===== src/rtl/bus_spider_reset_seq.sv =====
// Per-core reset sequencer: synchronised requests, stretched/staggered release, last-cause report.
// Optional watchdog (adds heartbeat_i) enabled by defining BUS_SPIDER_RESET_SEQ_WDT_EN.
module bus_spider_reset_seq #(
   parameter int unsigned NUM_CORES      = 2,
   parameter int unsigned SYNC_STAGES    = 2,
   parameter int unsigned HOLD_CYCLES    = 16,
   parameter int unsigned STAGGER_CYCLES = 8,
   parameter int unsigned WDT_CYCLES     = 1048576
) (
   input  logic                   wb_clk,
   input  logic                   wb_rst_n,
   input  logic                   pll_rst_i,
   input  logic [NUM_CORES-1:0]   host_rst_i,
`ifdef BUS_SPIDER_RESET_SEQ_WDT_EN
   input  logic [NUM_CORES-1:0]   heartbeat_i,
`endif
   output logic [NUM_CORES-1:0]   core_rst_o,
   output logic                   all_run_o,
   output logic [2*NUM_CORES-1:0] cause_o
);

   localparam int unsigned CNT_W = $clog2(HOLD_CYCLES + (NUM_CORES-1)*STAGGER_CYCLES + 1);
   localparam logic [1:0]  CAUSE_GLOBAL = 2'd0;
   localparam logic [1:0]  CAUSE_HOST   = 2'd1;

   typedef enum logic [1:0] {ST_ASSERT, ST_HOLD, ST_RUN} state_e;

   if (NUM_CORES < 1 || NUM_CORES > 8 || SYNC_STAGES < 2 || HOLD_CYCLES < 1 || WDT_CYCLES < 1)
   begin : g_param_check
      $error("bus_spider_reset_seq: illegal parameter value");
   end

   logic [SYNC_STAGES-1:0] pll_sync_q, pll_sync_d;
   logic [NUM_CORES-1:0]   host_sync_q [SYNC_STAGES];
   logic [NUM_CORES-1:0]   host_sync_d [SYNC_STAGES];
   state_e                 state_q [NUM_CORES];
   state_e                 state_d [NUM_CORES];
   logic [CNT_W-1:0]       cnt_q [NUM_CORES];
   logic [CNT_W-1:0]       cnt_d [NUM_CORES];
   logic [NUM_CORES-1:0]   gflag_q, gflag_d;
   logic [2*NUM_CORES-1:0] cause_q, cause_d;
   logic [NUM_CORES-1:0]   core_rst_q, core_rst_d;
   logic                   all_run_q, all_run_d;
   logic                   greq;
   logic [NUM_CORES-1:0]   hreq;

   always_comb begin
      pll_sync_d     = {pll_sync_q[SYNC_STAGES-2:0], pll_rst_i};
      host_sync_d[0] = host_rst_i;
      for (int unsigned s = 1; s < SYNC_STAGES; s++) begin
         host_sync_d[s] = host_sync_q[s-1];
      end
   end

   assign greq = pll_sync_q[SYNC_STAGES-1];
   assign hreq = host_sync_q[SYNC_STAGES-1];

`ifdef BUS_SPIDER_RESET_SEQ_WDT_EN
   localparam int unsigned TMR_W     = $clog2(WDT_CYCLES + 1);
   localparam logic [1:0]  CAUSE_WDT = 2'd2;

   logic [NUM_CORES-1:0] hb_sync_q [SYNC_STAGES];
   logic [NUM_CORES-1:0] hb_sync_d [SYNC_STAGES];
   logic [NUM_CORES-1:0] hb_prev_q, hb_prev_d, hb_edge;
   logic [TMR_W-1:0]     timer_q [NUM_CORES];
   logic [TMR_W-1:0]     timer_d [NUM_CORES];

   always_comb begin
      hb_sync_d[0] = heartbeat_i;
      for (int unsigned s = 1; s < SYNC_STAGES; s++) begin
         hb_sync_d[s] = hb_sync_q[s-1];
      end
      hb_prev_d = hb_sync_q[SYNC_STAGES-1];
      hb_edge   = hb_sync_q[SYNC_STAGES-1] ^ hb_prev_q;
   end

   always_ff @(posedge wb_clk or negedge wb_rst_n) begin
      if (!wb_rst_n) begin
         for (int unsigned s = 0; s < SYNC_STAGES; s++) hb_sync_q[s] <= '1;
         hb_prev_q <= '1;
         for (int unsigned i = 0; i < NUM_CORES; i++) timer_q[i] <= '0;
      end else begin
         for (int unsigned s = 0; s < SYNC_STAGES; s++) hb_sync_q[s] <= hb_sync_d[s];
         hb_prev_q <= hb_prev_d;
         for (int unsigned i = 0; i < NUM_CORES; i++) timer_q[i] <= timer_d[i];
      end
   end
`endif

   always_comb begin
      gflag_d    = gflag_q;
      cause_d    = cause_q;
      core_rst_d = '1;
      all_run_d  = 1'b1;
      for (int unsigned i = 0; i < NUM_CORES; i++) begin
         state_d[i] = state_q[i];
         cnt_d[i]   = cnt_q[i];
`ifdef BUS_SPIDER_RESET_SEQ_WDT_EN
         timer_d[i] = '0;
`endif
         unique case (state_q[i])
            ST_ASSERT: begin
               if (!(greq || hreq[i])) begin
                  state_d[i] = ST_HOLD;
                  cnt_d[i]   = gflag_q[i] ? CNT_W'(HOLD_CYCLES + i*STAGGER_CYCLES)
                                          : CNT_W'(HOLD_CYCLES);
               end
            end
            ST_HOLD: begin
               if (greq || hreq[i]) begin
                  state_d[i] = ST_ASSERT;
                  cnt_d[i]   = '0;
               end else if (cnt_q[i] == CNT_W'(1)) begin
                  state_d[i] = ST_RUN;
                  cnt_d[i]   = '0;
                  gflag_d[i] = 1'b0;
               end else begin
                  cnt_d[i] = cnt_q[i] - 1'b1;
               end
            end
            ST_RUN: begin
               // global wins over host when both arrive together
               if (greq) begin
                  state_d[i]        = ST_ASSERT;
                  gflag_d[i]        = 1'b1;
                  cause_d[2*i +: 2] = CAUSE_GLOBAL;
               end else if (hreq[i]) begin
                  state_d[i]        = ST_ASSERT;
                  cause_d[2*i +: 2] = CAUSE_HOST;
               end
`ifdef BUS_SPIDER_RESET_SEQ_WDT_EN
               else if (!hb_edge[i] && timer_q[i] == TMR_W'(WDT_CYCLES - 1)) begin
                  state_d[i]        = ST_ASSERT;
                  cause_d[2*i +: 2] = CAUSE_WDT;
               end else begin
                  timer_d[i] = hb_edge[i] ? '0 : timer_q[i] + 1'b1;
               end
`endif
            end
            default: state_d[i] = ST_ASSERT;
         endcase
         core_rst_d[i] = (state_d[i] != ST_RUN);
         all_run_d     = all_run_d & (state_d[i] == ST_RUN);
      end
   end

   always_ff @(posedge wb_clk or negedge wb_rst_n) begin
      if (!wb_rst_n) begin
         pll_sync_q <= '1;
         for (int unsigned s = 0; s < SYNC_STAGES; s++) host_sync_q[s] <= '1;
         for (int unsigned i = 0; i < NUM_CORES; i++) begin
            state_q[i] <= ST_ASSERT;
            cnt_q[i]   <= '0;
         end
         gflag_q    <= '1;
         cause_q    <= '0;
         core_rst_q <= '1;
         all_run_q  <= 1'b0;
      end else begin
         pll_sync_q <= pll_sync_d;
         for (int unsigned s = 0; s < SYNC_STAGES; s++) host_sync_q[s] <= host_sync_d[s];
         for (int unsigned i = 0; i < NUM_CORES; i++) begin
            state_q[i] <= state_d[i];
            cnt_q[i]   <= cnt_d[i];
         end
         gflag_q    <= gflag_d;
         cause_q    <= cause_d;
         core_rst_q <= core_rst_d;
         all_run_q  <= all_run_d;
      end
   end

   assign core_rst_o = core_rst_q;
   assign all_run_o  = all_run_q;
   assign cause_o    = cause_q;

endmodule

===== config.mk =====
export PLATFORM = sky130hd
export DESIGN_NAME = bus_spider_reset_seq
export DESIGN_NICKNAME = d
export VERILOG_FILES = /design/src/rtl/bus_spider_reset_seq.sv
export SDC_FILE = /design/constraint.sdc
export NUM_CORES = 1
export LEC_CHECK = 0
export ABC_AREA = 1
export BUFFER_PORTS_ARGS = -buffer_cell sky130_fd_sc_hd__buf_2
export CELL_PAD_IN_SITES_DETAIL_PLACEMENT = 0
export CELL_PAD_IN_SITES_GLOBAL_PLACEMENT = 2
export CORE_AREA = 2 2 72 57
export DETAILED_ROUTE_END_ITERATION = 12
export DIE_AREA = 0 0 74 59
export PLACE_DENSITY = 0.75
export RECOVER_POWER = 25
export SLEW_MARGIN = 20
export SYNTH_ARGS = -nofsm -noshare
export SYNTH_HDL_FRONTEND = slang
export SYNTH_SLANG_ARGS = --single-unit
export TNS_END_PERCENT = 20

===== constraint.sdc =====
create_clock -name wb_clk -period 1.3 [get_ports wb_clk]
set_input_delay 0.39 -clock wb_clk [delete_from_list [all_inputs] [get_ports wb_clk]]
set_output_delay 0.39 -clock wb_clk [all_outputs]
set_load 0.01 [all_outputs]

Yosys cells after proc, flatten, opt, wreduce, memory -nomap -nowiden
Index checks and enable logic that the tools add are counted.
Storage, ports and cells
  flip-flop bits (word level): 28
  input bits: 5
  output and inout port bits: 7
  word-level logic and storage cells: 73
Operators by class
  $add $sub $neg: 2
  eq/ne operators: 15
  multiplexer cells: 29
  bitwise gates (word level): 1
  reductions and logical operators: 14
Operators by type and width (number)
  5-bit 2-to-1 mux: 6
  2-bit 2-to-1 mux: 14
  5-bit one-hot mux with 2 select lines: 2
  2-bit != test (second input constant): 7
  2-bit one-hot mux with 3 select lines: 2
  5-bit by 1-bit == test with 1-bit output (second input constant): 2
  2-bit nonzero test: 5
  5-bit by 1-bit subtractor with 5-bit output (second input constant): 2
  2-bit == test (second input constant): 4
  2-bit AND reduction: 4
  2-bit by 1-bit == test with 1-bit output (second input constant): 2
  2-bit zero test: 2
  4-bit 2-to-1 mux: 1
  4-bit AND reduction: 1
  1-bit 2-to-1 mux: 3
  1-bit logical OR: 2
  1-bit one-hot mux with 2 select lines: 1
  1-bit bitwise AND: 1

Longest topological paths before layout
  depth after elaboration: 6
  mapped depth: 8
  mapped depth without buffers: 8

Worst setup path before layout
OpenSTA, ideal clock, no wires.
  kind: reg-to-reg
  from: reg cnt_q[1] (netlist bit)
  to: reg gflag_q[1]
  setup time: 0.081 ns
  arrival: 1.073 ns
  data required time: 1.219 ns
  path slack: 0.146 ns
  stages on the path, launching flop included: 8
  clock period less this slack: 1.154 ns
  cells stage by stage: dfrtp_1 inv_1 ha_1 nand2_1 nor2_4 nand2_1 o21ai_0 nand2_1
On the way
  longest elaborated chain between the ends: 3
RTL lines
  start: declaration: line 38  | logic [CNT_W-1:0] cnt_q [NUM_CORES];
  start signal: indexed assignment: line 164  | cnt_q[i] <= cnt_d[i];
  5-bit by 1-bit == test with 1-bit output: line 113  | end else if (cnt_q[i] == CNT_W'(1)) begin
  2-bit != test (no line)
  4-bit AND reduction (no line)
  end signal: assignment: line 166  | gflag_q <= gflag_d;
  end: declaration: line 40  | logic [NUM_CORES-1:0] gflag_q, gflag_d;
No other way between the ends.
A chain may end at the register's enable or synchronous reset.

Worst setup path in the final report
  from: reg core_rst_q[1], in the netlist core_rst_o[1]
  to: out core_rst_o[1]
RTL lines
  start: declaration: line 42  | logic [NUM_CORES-1:0] core_rst_q, core_rst_d;
  start signal: assignment: line 168  | core_rst_q <= core_rst_d;
  end: declaration: line 17  | output logic [NUM_CORES-1:0] core_rst_o,
No word-level cell between the ends.

==> results.md <==
* Ports at 12
* Die X at 74 um
* Die Y at 59 um
* Overall Global Routing Usage at 0.108
* CP required at 0.91 ns
* Total wire length at 2000 um
* # nets final at 156
* Worst setup EP type: output pin
* # DRC at 0
* CP top delay family: flip-flops
* Mux share of post-synthesis cell area at 0
* Dpl hpwl at 1460 um
* Initial Utilization at 0.338
* Simple-Gate Fraction of Synth Area at 0.228
* # diodes at 0
* Root Buffer: clkbuf_8
* Area contributors post-synth: dfrtp_1 (35%), dfstp_2 (19%), nand2_1 (8.3%)
* Syn Area/Cell at 9.27 um^2
* Largest family of logic cells by synthesized area: simple AND/OR/NAND/NOR gates
* RSZ-0062 raised after global routing: yes
* Post-synthesis sequential area ratio at 0.545
* Core area at 0.00359 mm^2
* Yosys warning count at 0
* Final Cycle Share at 0.999
* Fin. max-slew vios at 0
* Top-count cell post-synth: nand2_1
* CP startpoint kind: register
* Vias at 819
* Vias per cell at 4.14
* Count of final hold-check violations at 0
* Number of distinct library cells after synthesis at 24
* Clock skew at 0.0102 ns
* Maximum clock path buffer count at 2
* Pwr per Cell Area at 1280 mW/mm^2
* Normalized max-slew margin at 0.588
* Worst Max-Slew Pin Slew at 0.618 ns
* Crit-path max cell delay at 0.54 ns
* Setup CP Type: register to output pin
* Yosys reg bits at 26
* Final Critical Period at 1.30 ns
* First-pass GRT wire length at 3620 um
* Initial antenna violation count at 0
* Static leakage at 0.694 nW
* Hold buffer count at CTS at 0
* Fraction of layout cells with a size suffix above 1 at 0.308
* Max Clk Rate at 770 MHz
* Bufs and invs on worst path at 1
* Antenna-violating nets left at 0
* Critical Path AT at 0.91 ns
* Final setup vio count at 0
* Slowest cell on crit path: dfstp_2
* Synth-to-Final Area Change at 18.1%
* Worst skew pair latency at 0.27 ns
* RD Place Congestion at 0.767
* Routed WL per cell at 10.1 um
* Commonest cells post-synth: nand2_1 (27), dfrtp_1 (17), inv_1 (17), nor2_1 (11)
* Initial drt markers at 41
* CTS clk-pin slew, worst paths at 0.10 ns
* CTS tree: built
* Final core utilization at 0.400
* Die area at 0.00437 mm^2
* Compound-Gate Fraction of Synth Area at 0.0875
* Maximum net fanout on the critical path at 1
* Vias in the first global route at 820
* Synth top area share at 0.350
* Worst min-delay path class: primary input to asynchronous set/reset pin
* CTS H-tree depth at 1
* Total gr overflow at 0
* Xor/xnor share of the synthesized area at 0.0216
* Largest net degree at the start of global routing at 27
* Synth Area in Adders at 0.0412
* Cell Area, Synth at 0.00121 mm^2
* EDFF count, synth at 0
* Fillers at 372
* Num CTS Buffers at 3
* Post-synth top area cell: dfrtp_1
* Highest ir drop seen on vdd at 0.638 mV
* Clock tree sinks at 26
* # Max-Cap Violations at 0
* Num rows at 19
* Crit path cell chain: buf_6
* FFs w/ async S/R, synth at 1.00
* Final Power at 1.84 mW
* Status: completed
* Main synth FF type: dfrtp_1
* Post-synthesis cell count at 131
* Pre-antenna DRT Iters at 4
* Port Buffers at 9
cells by family (layout without fill, tap and decap cells):
logic type | after synthesis | count (layout)
XOR/XNOR | 3 | 3
other | 1 | 2
flip-flops | 26 | 26
AO/OA/AOI/OAI | 17 | 17
buffers and inverters | 22 | 36
AND/OR/NAND/NOR | 58 | 58
adder cells (fa/ha/maj) | 4 | 4
area by class of cell:
| type | count | area (um^2) | share of cell area |
|---|---|---|---|
| inverters | 20 | 75.1 | 0.0523 |
| clock inverters | 1 | 30.0 | 0.0209 |
| well taps | 52 | 65.1 | 0.0453 |
| repair buffers | 12 | 77.6 | 0.0541 |
| multi-input cells | 84 | 484 | 0.337 |
| clock buffers | 3 | 41.3 | 0.0288 |
| flip-flops and latches | 26 | 662 | 0.461 |
state kept, by name, summed over array words and instances, names as in the netlist:
register	cells
host_sync_d	2
core_rst_o	2
cnt_q	10
gflag_q	1
state_q	4
all_run_o	1
pll_sync_q	2
hreq	2
cause_o	2
cell usage in the layout (no fill, tap or decap):
cell / netlist / routed
a21oi_1: 3 / 3
buf_2: 0 / 7
buf_4: 2 / 2
buf_6: 0 / 2
bufinv_16: 0 / 1
clkbuf_2: 0 / 1
clkbuf_8: 0 / 3
conb_1: 1 / 2
dfrtp_1: 17 / 17
dfstp_2: 9 / 9
ha_1: 4 / 3
ha_2: 0 / 1
inv_1: 17 / 16
inv_2: 3 / 4
nand2_1: 27 / 26
nand2_2: 2 / 3
nand3_1: 9 / 8
nand3_2: 0 / 1
nand4_1: 1 / 1
nor2_1: 11 / 10
nor2_2: 4 / 4
nor2_4: 4 / 5
o21ai_0: 5 / 4
o21ai_1: 3 / 4
o21ai_2: 1 / 1
o21bai_1: 1 / 1
o22ai_1: 1 / 1
o22ai_2: 1 / 1
o2bb2ai_1: 1 / 1
o31ai_1: 1 / 1
xor2_1: 3 / 3
layer usage:
| layer | global-route usage | vias up | routed length, um | part of all wire |
|---|---|---|---|---|
| met5 | 0 | - | 0 | 0 |
| met4 | 0.0234 | 0 | 0 | 0 |
| met3 | 0.0238 | 0 | 63 | 0.032 |
| met2 | 0.173 | 14 | 813 | 0.41 |
| met1 | 0.151 | 369 | 1120 | 0.56 |
| li1 | - | 436 | - | - |
power by group:
part	internal, mW	leakage (nW)	switching (mW)
combinational	0.0993	0.337	0.156
sequential	0.871	0.321	0.0449
clock	0.412	0.0357	0.258
total	1.38	0.694	0.459
metrics by stage:
step                      worst slack, ns  cells  TNS (ns)  hold WS [ns]  instance area (um^2)
after detailed placement           0.0209    192         0         0.349                  1320
after floorplan                     0.146    132         0        0.0944                  1220
final                             0.00132    198         0         0.200                  1440
after CTS                        -0.00206    196  -0.00206         0.102                  1410
after global routing              -0.0191    198   -0.0641         0.196                  1440
after global placement             0.0890    192         0         0.348                  1320
what timing repair did:
action	in CTS	in global routing
cloned	0	0
pin swaps	1	1
buffers inserted	0	2
resized for setup	2	7
setup endpoints to repair	3	7
path summary, 6_finish.rpt:
check	start	endpoint	slack, ns	depth (start not counted)
max in group asynchronous	wb_rst_n	cnt_q[3]$_DFFE_PN0P_	0.69	2
min in group wb_clk	pll_rst_i	pll_sync_q[0]$_DFF_PN1_	0.21	1
max reg2reg	cnt_q[1]$_DFFE_PN0P_	cnt_q[3]$_DFFE_PN0P_	0.08	8
max	core_rst_o[1]$_DFF_PN1_	core_rst_o[1]	0.001	1
min reg2reg	host_sync_d[0]$_DFF_PN1_	hreq[0]$_DFF_PN1_	0.36	0
min	wb_rst_n	state_q[1]$_DFF_PN0_	0.20	2
No activity file was read; power rests on OpenSTA's default activity.
